<file path="src/rtl/sr_from_dff_reg.sv">
// WIDTH-bit SR register built purely from D flops, with deterministic S=R=1 resolution
// and conflict reporting (registered flag, sticky flag, saturating counter).
module sr_from_dff_reg #(
  parameter int WIDTH         = 8,
  parameter int CONFLICT_MODE = 0,
  parameter int CNT_W         = 8
) (
  input  logic             clk,
  input  logic             rst,
  input  logic             en,
  input  logic [WIDTH-1:0] s,
  input  logic [WIDTH-1:0] r,
  input  logic             clr_err,
  output logic [WIDTH-1:0] q,
  output logic [WIDTH-1:0] qbar,
  output logic             conflict,
  output logic             conflict_sticky,
  output logic [CNT_W-1:0] conflict_cnt
);

  localparam logic [CNT_W-1:0] CNT_ONE = {{(CNT_W-1){1'b0}}, 1'b1};

  // Next state of one bit; out-of-range modes fall back to hold.
  function automatic logic sr_next(input logic q_b, input logic s_b, input logic r_b);
    logic nxt;
    case ({s_b, r_b})
      2'b00:   nxt = q_b;
      2'b01:   nxt = 1'b0;
      2'b10:   nxt = 1'b1;
      default: begin
        case (CONFLICT_MODE)
          1:       nxt = 1'b1;
          2:       nxt = 1'b0;
          3:       nxt = ~q_b;
          default: nxt = q_b;
        endcase
      end
    endcase
    return nxt;
  endfunction

  function automatic logic [CNT_W-1:0] sat_inc(input logic [CNT_W-1:0] v);
    return (&v) ? v : v + CNT_ONE;
  endfunction

  logic [WIDTH-1:0] q_p1;
  logic [WIDTH-1:0] qbar_p1;
  logic             conflict_p1;
  logic             sticky_p1;
  logic [CNT_W-1:0] cnt_p1;

  logic [WIDTH-1:0] q_nxt_p0;
  logic             hit_p0;

  always_comb begin
    q_nxt_p0 = q_p1;
    hit_p0   = en & (|(s & r));
    if (en) begin
      for (int i = 0; i < WIDTH; i++) begin
        q_nxt_p0[i] = sr_next(q_p1[i], s[i], r[i]);
      end
    end
  end

  // ---- p0 -> p1 register boundary ----
  // qbar has its own flop fed with the complement of the same next state,
  // so it matches ~q on every cycle including reset.
  always_ff @(posedge clk) begin
    if (rst) begin
      q_p1        <= '0;
      qbar_p1     <= '1;
      conflict_p1 <= 1'b0;
      sticky_p1   <= 1'b0;
      cnt_p1      <= '0;
    end else begin
      q_p1        <= q_nxt_p0;
      qbar_p1     <= ~q_nxt_p0;
      conflict_p1 <= hit_p0;
      if (hit_p0) begin
        sticky_p1 <= 1'b1;
        cnt_p1    <= clr_err ? CNT_ONE : sat_inc(cnt_p1);
      end else if (clr_err) begin
        sticky_p1 <= 1'b0;
        cnt_p1    <= '0;
      end
    end
  end

  assign q               = q_p1;
  assign qbar            = qbar_p1;
  assign conflict        = conflict_p1;
  assign conflict_sticky = sticky_p1;
  assign conflict_cnt    = cnt_p1;

endmodule
</file>
<file path="config.mk">
export PLATFORM = sky130hd
export DESIGN_NAME = sr_from_dff_reg
export DESIGN_NICKNAME = d
export VERILOG_FILES = /design/src/rtl/sr_from_dff_reg.sv
export SDC_FILE = /design/constraint.sdc
export NUM_CORES = 1
export LEC_CHECK = 0
export BUFFER_PORTS_ARGS = -buffer_cell sky130_fd_sc_hd__buf_2
export CORE_ASPECT_RATIO = 1.2
export CORE_MARGIN = 1.5
export CORE_UTILIZATION = 45
export CTS_CLUSTER_DIAMETER = 120
export DETAILED_ROUTE_END_ITERATION = 7
export HOLD_SLACK_MARGIN = 0.06
export PLACE_DENSITY = 0.72
export REMOVE_ABC_BUFFERS = 1
export SYNTH_ARGS = -nofsm -noshare
export SYNTH_HDL_FRONTEND = slang
export SYNTH_SLANG_ARGS = --single-unit
export TNS_END_PERCENT = 10
</file>
<file path="constraint.sdc">
create_clock -name clk -period 4.8 [get_ports clk]
set_input_delay 0.96 -clock clk [delete_from_list [all_inputs] [get_ports clk]]
set_output_delay 0.96 -clock clk [all_outputs]
set_load 0.03 [all_outputs]
</file>
==> results of run 1 <==
-- synth_stat cells (all sizes together) (2+ instances only) --
cell type | n | area share [%]
mux2i | 11 | 8.5
nand3 | 2 | 0.77
nor4 | 3 | 1.9
ha | 17 | 16
nand2b | 8 | 3.9
or2 | 8 | 3.9
dfxtp | 26 | 40
or3 | 2 | 0.97
nor2 | 4 | 1.2
nand4 | 2 | 0.97
inv | 17 | 4.9
o21ai | 3 | 2.0
or4 | 3 | 2.4
nand2 | 8 | 2.3
-- registers in the layout (all words and copies together) (netlist names) --
name and flops:
conflict_cnt 8, conflict_sticky 1, q 8, qbar 8, conflict 1
-- where the power goes --
| group | internal (µW) | total [µW] | switching (µW) |
|---|---|---|---|
| logic | 28.1 | 68.8 | 40.7 |
| registers | 223 | 226 | 3.21 |
| clock network | 29.3 | 88.8 | 59.5 |
-- routing by layer --
| layer | up-vias | track usage [%] | wire, µm |
|---|---|---|---|
| met2 | 32 | 32.91 | 1239 |
| met3 | 2 | 4.067 | 157 |
| met1 | 481 | 21.16 | 1139 |
| met5 | - | 0 | 0 |
| li1 | 532 | - | - |
| met4 | 0 | 7.519 | 15 |
-- worst register-to-register path, delay by kind of cell (launching register included) --
family | cells | cell delay [ns]
flops | 1 | 0.37
simple gates | 3 | 0.84
fa+ha+maj | 1 | 0.26
compound gates | 1 | 0.14
-- cell families after synthesis --
| group | Yosys count | synth area share, % |
|---|---|---|
| muxes | 11 | 8.495 |
| and+or+nand+nor | 44 | 21.43 |
| DFF | 26 | 40.15 |
| AOI/OAI and AO/OA | 13 | 7.724 |
| buffers and inverters | 19 | 5.791 |
| adders and majority gates | 17 | 16.41 |
-- layout make-up --
| class | count | area (µm²) | share of cell area [%] |
|---|---|---|---|
| clock buffer | 3 | 22.52 | 1.430 |
| inverter | 17 | 63.81 | 4.051 |
| multi-input combinational | 85 | 700.7 | 44.48 |
| sequential | 26 | 520.5 | 33.04 |
| tap | 34 | 42.54 | 2.701 |
| timing repair buffer | 45 | 225.2 | 14.30 |
-- metrics by stage --
step                setup WS, ns  cells  total power, µW
floorplan                  2.524    128            273.6
global placement           2.340    207            297.2
detailed placement         2.303    207            300.3
CTS                        2.634    210            390.8
global route               2.582    210            405.0
finish                     2.644    210            383.7
-- how the worst min path moves through the flow --
| stage | startpoint | to | slack [ns] | cells past startpoint |
|---|---|---|---|---|
| 3_5_place_dp | conflict_sticky | conflict_sticky | 0.45 | 1 |
| 2_1_floorplan | conflict_cnt[1] | conflict_cnt[1] | 0.60 | 2 |
| 4_1_cts | conflict_sticky | conflict_sticky | 0.48 | 1 |
| 3_3_place_gp | conflict_sticky | conflict_sticky | 0.44 | 1 |
| 5_1_grt | conflict_sticky | conflict_sticky | 0.52 | 1 |
| 6_report | conflict_sticky | conflict_sticky | 0.48 | 1 |
==> results summary, run 1 <==
Among all flip-flop cells after synthesis, the most frequent one is dfxtp_1. The worst-margin pin slew came out at 0.5491 ns. The die boundary width came out at 52.00 µm.

TritonCTS built the clock tree. After synthesis, flip-flops and latches occupy 40.15% of the total area. The post-route clock skew came out at 0.01129 ns. The first detailed-routing pass ran for 4 iterations. The total clock sinks is 26.

The arrival time reported for the critical path endpoint is 2.39 ns. The floorplan has 21 rows. The run finished with clean final reports. The number of logic stages on the critical path including buffering came out at 6. The via count is 1047. The total cell area at the placement stage came out at 1553 µm². 46 I/O pins were placed. After synthesis the netlist holds a flip-flop and latch count of 26. The total half-perimeter wirelength after legalization and detailed placement came out at 2013 µm.

The number of antenna-violating nets in the routed design came out at 0. Counting flops with a built-in enable in the synthesized netlist gives 0. After synthesis, the share of flip-flops with an asynchronous set or reset is 0%. The count of cells along the worst register-to-register path came out at 5.

The H-tree level count came out at 1. The post-route worst hold slack came out at 0.4780 ns. Setup repair after global routing left no endpoint under its margin. The yosys synthesis warning count came out at 0. The total of endpoints with negative setup slack in the final report came out at 0. The floorplan die height came out at 61.80 µm. The global-route wire length before repair came out at 4402 µm. The power density over the cells came out at about 240 nW/µm². The final estimated routing congestion in global placement came out at 0.7696. The number of DRC violations after detailed routing came out at 0. The required time at the endpoint of the critical path came out at 5.03 ns. The total non-filler cell area in the finished layout is 1575 µm². The max-slew violation count came out at 0.

The synthesis-to-finish area growth came out at 21.53%. Once the clock tree was built, the setup fixing pass inserted 0 buffers. The signal on the critical path passes through buf_2 -> ha_1 -> or4_4 -> o21ai_4 -> nor4b_2 -> nor4_2. The core area came out at approximately 2800 µm². The remaining max-slew budget at the tightest pin is 63.26%.

The gate family responsible for the most delay along the worst path is simple AND/OR/NAND/NOR gates. The worst setup path is launched from an input port. The clock buffer count from CTS came out at 3. Of the available clock period, the critical path in the final layout requires 44.91%. The delay of the slowest critical-path stage is around 0.56 ns. The maximum clock insertion buffer count came out at 2. The fraction of layout cells with a size suffix above 1 is 35.80%. The number of fill cells in the layout came out at 266.

The clock latency reported for the late side of the worst-skew pair came out at 0.31 ns. The post-layout net count is 215. The number of gates given a new drive strength after cts is 0. The worst path in the final design needs a cycle of 2.156 ns, including I/O delays and setup.

The critical path is of the in2reg type. The total negative setup slack came out at 0 ns. In this run the critical register-to-register path is launched from conflict_cnt[0]. The register-to-register setup slack came out at 3.14 ns. The post-synthesis instance area came out at around 1300 µm². The max-cap check violation count came out at 0.

The number of input and output port buffers inserted came out at 45. The largest net degree at the start of global routing is 15. The total detailed-routing wirelength is about 2600 µm. Counting both buffers and inverters, the worst setup path holds a total of 1. The number of global-route vias before repair is 1069. The hold buffer count at cts came out at 0. The cell count after synthesis came out at 130. For this block, the initial DRC count from the detailed router was 15. The number of distinct standard cells referenced by the synthesized netlist is 33. The total track usage came out at between 10% and 20%. The mean routed wirelength per cell is between 10 and 15 µm. In this run the mean area of a mapped cell was 9.971 µm². Following the worst setup path forward leads to its endpoint at conflict_cnt[6]. The total inserted antenna cells came out at 0. The worst setup path is captured at a flop. In this run the critical register-to-register path is captured at conflict_cnt[3]. The area enclosed by the die boundary is 3213 µm².

The most common cell after layout, fill and taps aside is buf_2. CTS placed an instance of clkbuf_4 at the clock tree root. The highest net fanout along the worst path came out at 9. The path class of the tightest hold or removal check is reg2reg.

The starting density of the core came out at 46.98%. IR analysis of the VDD net gives a maximum drop of 0.1527 mV. The initial antenna violation count came out at 0. The core utilization of the finished layout came out at 57.10%. The final hold violation count came out at 0. The detail-routed via count per cell came out at 4.986. The global-route congestion overflow total is 0.

The highest achievable clock rate is 463.9 MHz. The critical path starts at s[5]. Leaving out fill and tap cells, the most frequent cells in the layout are 45 x buf_2, 26 x dfxtp_1, 17 x inv_1, 17 x ha_1, 11 x mux2i_1. Among all stages on the critical path, the largest delay is contributed by or4_4.

Summed over all cells, the static leakage comes to 0.0008348 µW. The clock-pin slew on the worst setup and hold paths is 0.14 ns.
Power figures use the tool's default switching activity.
==> run 2, diff against run 1 <==
Clock period 4.8 ns to 2.1 ns, I/O delays scaled along.
==> results summary, run 2 (synthesized netlist as in run 1, its figures left out) <==
The total area inside the core boundary comes to 2759 µm². For flop-to-flop paths, the worst setup slack is 0.44 ns. The worst hold path belongs to the class in2reg. The total track usage is 16.95%. The later pin in the worst-skew pair is clocked with a latency of 0.31 ns. The clock-pin slew on the worst setup and hold paths is 0.14 ns.

The switching power is 238.5 µW. The max-slew violation count is 0. The number of ports placed on the die boundary is 46. The required time at the endpoint of the critical path came out at roughly 2.4 ns. The highest net fanout along the worst path is 6. The floorplan die height came out at 61.80 µm. The synthesis-to-finish area growth is 23.84%. The die covers 3213 µm². For this configuration, the core starts out at a cell density of 46.98%.

The number of global-route vias before repair came out at 995. Setup repair after global routing left no endpoint under its margin. Summed over all failing endpoints, the final setup total negative slack is 0 ns.

The H-tree level count is 1. The post-route clock skew came out at 0.008573 ns. The type of the setup path with the least slack is reg2reg.

On the worst path, the slowest cell contributes a delay of 0.61 ns. The clock buffer count from CTS is 3. The post-CTS repair timing setup buffer count is 0. The number of detailed-route iterations in the first pass came out at 3. The power density over the cells is 625.9 nW/µm². The tool flagged a number of max-cap violations equal to 0. The worst-margin pin slew is ~0.54 ns. The part of the total power dissipated in sequential elements is 51.5%. The clock tree root buffer cell is clkbuf_4. The total half-perimeter wirelength after legalization and detailed placement came out at 1943 µm. The initial antenna violation count is 0. The count of cells along the worst register-to-register path is 5. The total inserted antenna cells is 0.

The top cell types in the final layout, fill and taps aside, are 45 x buf_2, 26 x dfxtp_1, 17 x inv_1, 17 x ha_1, 11 x mux2i_1. The global-route wire length before repair is roughly 4100 µm. Traced cell by cell, the critical path runs through ha_1 -> nand4_1 -> nor2_1 -> or4_2 -> a21boi_1. The flow ran to the end, and the final reports show no timing, DRC or antenna violations.

The critical path launch point is conflict_cnt[0]. The part of the power in combinational logic is between 10% and 20%. The final worst-path cycle share is ~80%. The largest net degree at the start of global routing came out at 16. The die boundary width is 52.00 µm. The maximum clock insertion buffer count is 2. The terminus of the critical flop-to-flop path is conflict_cnt[3]. The most critical setup path has its endpoint at conflict_cnt[3]. Together, buffers and inverters on the worst path number 0.

Leaving out fill and tap cells, the most frequent cell in the layout is buf_2. The DRC violation total after the first TritonRoute iteration came out at 7. The final estimated routing congestion in global placement is 0.7386.

Buffers inserted to repair hold after CTS numbered 0. The number of input and output port buffers inserted is 45. The worst register-to-register path begins at conflict_cnt[0]. The global-route congestion overflow total is 0.

The cell-internal power is 766.3 µW. The switching part of the total came out at 23.73%. STA classifies the critical path endpoint as a flop.

Setup violations remaining at the end of the flow were counted as 0. In this design, the largest share of critical-path delay is due to simple AND/OR/NAND/NOR gates. The number of gates given a new drive strength after cts is 0. The detail-routed via count per cell came out at 5.038. The clock period could shrink to 1.656 ns. The clock group share of total power came out at 33.1%.

The core utilization of the finished layout is between 50% and 60%. The fraction of layout cells with a size suffix above 1 came out at 36.16%. The final hold violation count is 0. The leakage power is 0.0008489 µW.

Summed over all layers, the routed wires come to roughly 2400 µm. The number of rows created at floorplan came out at 21. The highest achievable clock rate is between 600 and 700 MHz. The cell type of the slowest stage on the worst timing path is or4_2.

The worst setup path is launched from a flop. In the final routed layout, each cell accounts on average for 11.51 µm. The via count came out at 1063. The number of antenna-violating nets in the routed design came out at 0. The number of logic stages on the critical path including buffering came out at 5. TritonCTS built the clock tree. Clock tree synthesis found a total of 26 sinks.

The post-layout net count is roughly 220. The arrival time reported for the critical path endpoint came out at 1.91 ns. In the routed design, unresolved DRC markers number 0.

The maximum resistive drop on vdd came out at 0.4271 mV. The remaining max-slew budget at the tightest pin is 64.09%.
-- run 2: changes by cell type in the layout (fill, tap and decap cells not counted), sizes merged --
cell	change
bufinv	+1
-- run 2: per-stage QoR --
stage | hold slack [ns] | setup slack (ns) | instances | cell area [µm²] | power, µW
after CTS | 0.3443 | 0.4401 | 211 | 1605 | 1023
after global placement | 0.4362 | 0.1803 | 207 | 1553 | 679.5
final | 0.3599 | 0.4438 | 211 | 1605 | 1005
after global routing | 0.3513 | 0.3600 | 211 | 1605 | 1051
after detailed placement | 0.4486 | 0.1253 | 207 | 1553 | 685.4
after floorplan | 0.4910 | 0.3638 | 128 | 1285 | 625.3
-- run 2: power groups by stage --
stage | clock network (µW) | logic [µW] | registers (µW)
after floorplan | 0 | 65.3 | 560
after global placement | 0 | 153 | 527
after detailed placement | 0 | 157 | 528
after CTS | 347 | 158 | 518
after global routing | 357 | 174 | 520
final | 333 | 155 | 517
-- run 2: how the worst min path moves through the flow --
stage          cells after the start              end  slack, ns             from
2_1_floorplan                      1  conflict_cnt[6]       0.49          clr_err
3_3_place_gp                       1  conflict_sticky       0.44  conflict_sticky
3_5_place_dp                       1  conflict_sticky       0.45  conflict_sticky
4_1_cts                            2  conflict_cnt[6]       0.34          clr_err
5_1_grt                            2  conflict_cnt[6]       0.35          clr_err
6_report                           2  conflict_cnt[6]       0.36          clr_err
-- run 2: layout make-up --
| class | instances | area (µm²) |
|---|---|---|
| fillers | 269 | 1154 |
| multi-input cells | 85 | 700.7 |
| flip-flops and latches | 26 | 520.5 |
| repair buffers | 45 | 225.2 |
| inverters | 17 | 63.81 |
| well taps | 34 | 42.54 |
| clock inverters | 1 | 30.03 |
| clock buffers | 3 | 22.52 |
-- run 2: layer usage --
layer | part of all wire (%) | vias up | track usage, %
met4 | 0.62 | 0 | 7.143
met1 | 44 | 496 | 19.17
met3 | 5.6 | 2 | 2.632
met5 | 0 | - | 0
li1 | - | 535 | -
met2 | 50 | 30 | 31.65
==> run 3, diff against run 2 <==
Settings changed: CORE_UTILIZATION 45 to 44, PLACE_DENSITY 0.72 to 0.74.
Clock period 2.1 ns to 1.42 ns, I/O delays scaled along.
==> results summary, run 3 (synthesized netlist as in run 1, its figures left out) <==
The shortest clock period the worst path allows after layout is 1.438 ns. Clock tree synthesis selected as its root buffer the cell clkbuf_4. The fraction of layout cells with a size suffix above 1 is 51.74%.

Setup repair after global routing could not meet its margin everywhere. The post-route clock skew is 0.01267 ns. Across all register-to-register paths, the minimum setup slack is roughly 0.030 ns.

The tree built by TritonCTS fans out to 26 sinks. STA classifies the critical path startpoint as an input port. Summing all multi-input logic gate instances after layout gives 789.5 µm². The floorplan die height came out at 62.46 µm. Across the VDD grid, the largest voltage drop is 0.4770 mV. For the worst flop-to-flop path, the logic depth is 6. The total of endpoints with negative setup slack in the final report is 1. For this run, the total global-route usage over all layers was measured as 18.56%. The layout has 242 filler cells. TritonCTS built the clock tree. The worst hold path passes through 2 cells. The library cell used most frequently in the layout, excluding fill and tap cells, is buf_2. For this configuration, the core starts out at a cell density of 46.54%. Compared with the post-synthesis result, the final layout area differs by 43.92%.

The tool flagged a number of max-cap violations equal to 0. The post-layout net count came out at 239. The via count came out at 1218.

The die boundary width came out at 52.55 µm. The flow ran to the end, but the final reports show violations. The total negative setup slack came out at -0.01812 ns. The total half-perimeter wirelength after legalization and detailed placement is 2221 µm. The worst setup slack after placement came out at -0.4335 ns. The number of ports placed on the die boundary came out at between 40 and 50. The required time at the endpoint of the critical path came out at between 1.5 and 2 ns. The number of global-route vias before repair is 1161. The startpoint identified for the worst register-to-register timing path is conflict_cnt[1]. Leaving out fill and tap cells, the most frequent cells in the layout are 44 x buf_2, 22 x dfxtp_1, 22 x buf_4. The final hold violation count came to 0. The later pin in the worst-skew pair is clocked with a latency of 0.33 ns. The number of DRC violations after detailed routing is 0. In this run, the number of DRC markers left after iteration 0 of detailed routing was 26.

The path with the worst hold slack has its endpoint at conflict_cnt[6]. The path class of the tightest hold or removal check is in2reg. The worst register-to-register path ends at conflict_cnt[5]. In this run the most critical hold path is launched from clr_err.

In this run the tool buffered the top-level ports with 45 buffer cells. The worst setup slack after layout came out at -0.01812 ns. The cell total after placement is 226. The core area is around 2800 µm². The H-tree level count is 1. The mean routed wirelength per cell came out at 12.79 µm. The die covers 3282 µm². The global-route congestion overflow total came out at 0.

The checks that failed: setup timing. The max-slew violation count is 0. The number of detailed-route iterations in the first pass came out at 4. At the end of routability-driven placement, the weighted congestion stood at between 0.8 and 0.9. For this block, the routed nets add up to 3005 µm of wire. For this design the ratio of total power to cell area is 765.2 nW/µm². Dividing the final minimum period by the clock period gives 101.3%. STA classifies the critical path endpoint as a flop.

The global-route wire length before repair is 4712 µm. Counting along the longest clock path gives a buffer depth of 2. The worst-margin pin slew came out at 0.2244 ns. The number of rows created at floorplan is 21.

The filler-free cell count of the finished design came out at 235. The clock-pin slew on the worst setup and hold paths is 0.14 ns. The highest achievable clock rate is 695.4 MHz. The number of antenna-violating nets in the routed design came out at 0. The highest net fanout along the worst path came out at 3. The arrival time reported for the critical path endpoint is between 1.5 and 2 ns. The initial antenna violation count is 0. The total inserted antenna cells came out at 0. The leakage power is 0.0009601 µW. Entering global routing, the biggest net connects 15 pins. The remaining max-slew budget at the tightest pin is 84.93%.

The storage element area came out at 525.5 µm². The type of the setup path with the least slack is in2reg. The detail-routed via count per cell came out at approximately 5.2. The clock buffer count from CTS came out at 3.
run 3: power breakdown:
part	internal, µW	total (µW)	switching, µW	leakage [µW]
clock	157	378	221	0.0000210
combinational	129	285	156	0.000726
sequential	754	764	10.4	0.000213
total	1040	1430	388	0.000960
run 3: layer usage:
layer	share of wire [%]	vias to the layer above	global-route usage, %	wire [µm]
li1	-	586	-	-
met1	40	583	21.44	1204
met2	52	44	32.03	1572
met3	5.9	5	2.871	177
met4	1.7	0	8.974	51
met5	0	-	0	0
run 3: stage by stage:
stage | utilization [%] | total power [µW] | hold slack [ns] | instance area (µm²)
floorplan | - | 924.7 | 0.3550 | 1285
global placement | 60.87 | 1031 | 0.4330 | 1695
detailed placement | 60.87 | 1040 | 0.4397 | 1695
CTS | 63.34 | 1428 | 0.1908 | 1764
global route | 66.98 | 1493 | 0.2100 | 1866
finish | 66.98 | 1428 | 0.2153 | 1866
run 3: worst max path at each step:
stage | from | to | slack (ns) | cells past startpoint
after detailed placement | s[5] | conflict_cnt[6] | -0.43 | 6
after floorplan | conflict_cnt[0] | conflict_cnt[3] | -0.28 | 5
after CTS | s[0] | conflict_cnt[6] | -0.05 | 6
after global placement | s[5] | conflict_sticky | -0.38 | 6
after global routing | s[6] | conflict_cnt[5] | -0.02 | 7
final | s[6] | conflict_cnt[5] | -0.02 | 7
run 3: critical path: stages:
cell and delay, ns:
buf_2 0.11, ha_2 0.16, or4_4 0.57, o21ai_4 0.19
buf_4 0.17, nor4_4 0.04, mux2i_1 0.16
run 3: area by class of cell:
| cell class | count | area share (%) |
|---|---|---|
| sequential | 26 | 28.17 |
| inverter | 17 | 3.421 |
| clock buffer | 4 | 1.945 |
| multi-input combinational | 86 | 42.32 |
| tap | 34 | 2.280 |
| timing repair buffer | 68 | 21.86 |
run 3: what timing repair did:
action                                  in CTS  in global routing
pin swaps                                    5                 10
gates cloned                                 1                  0
gates resized for setup                      6                 17
hold buffers                                 0                  0
setup buffers                                0                  4
endpoints found under the setup margin       8                  8
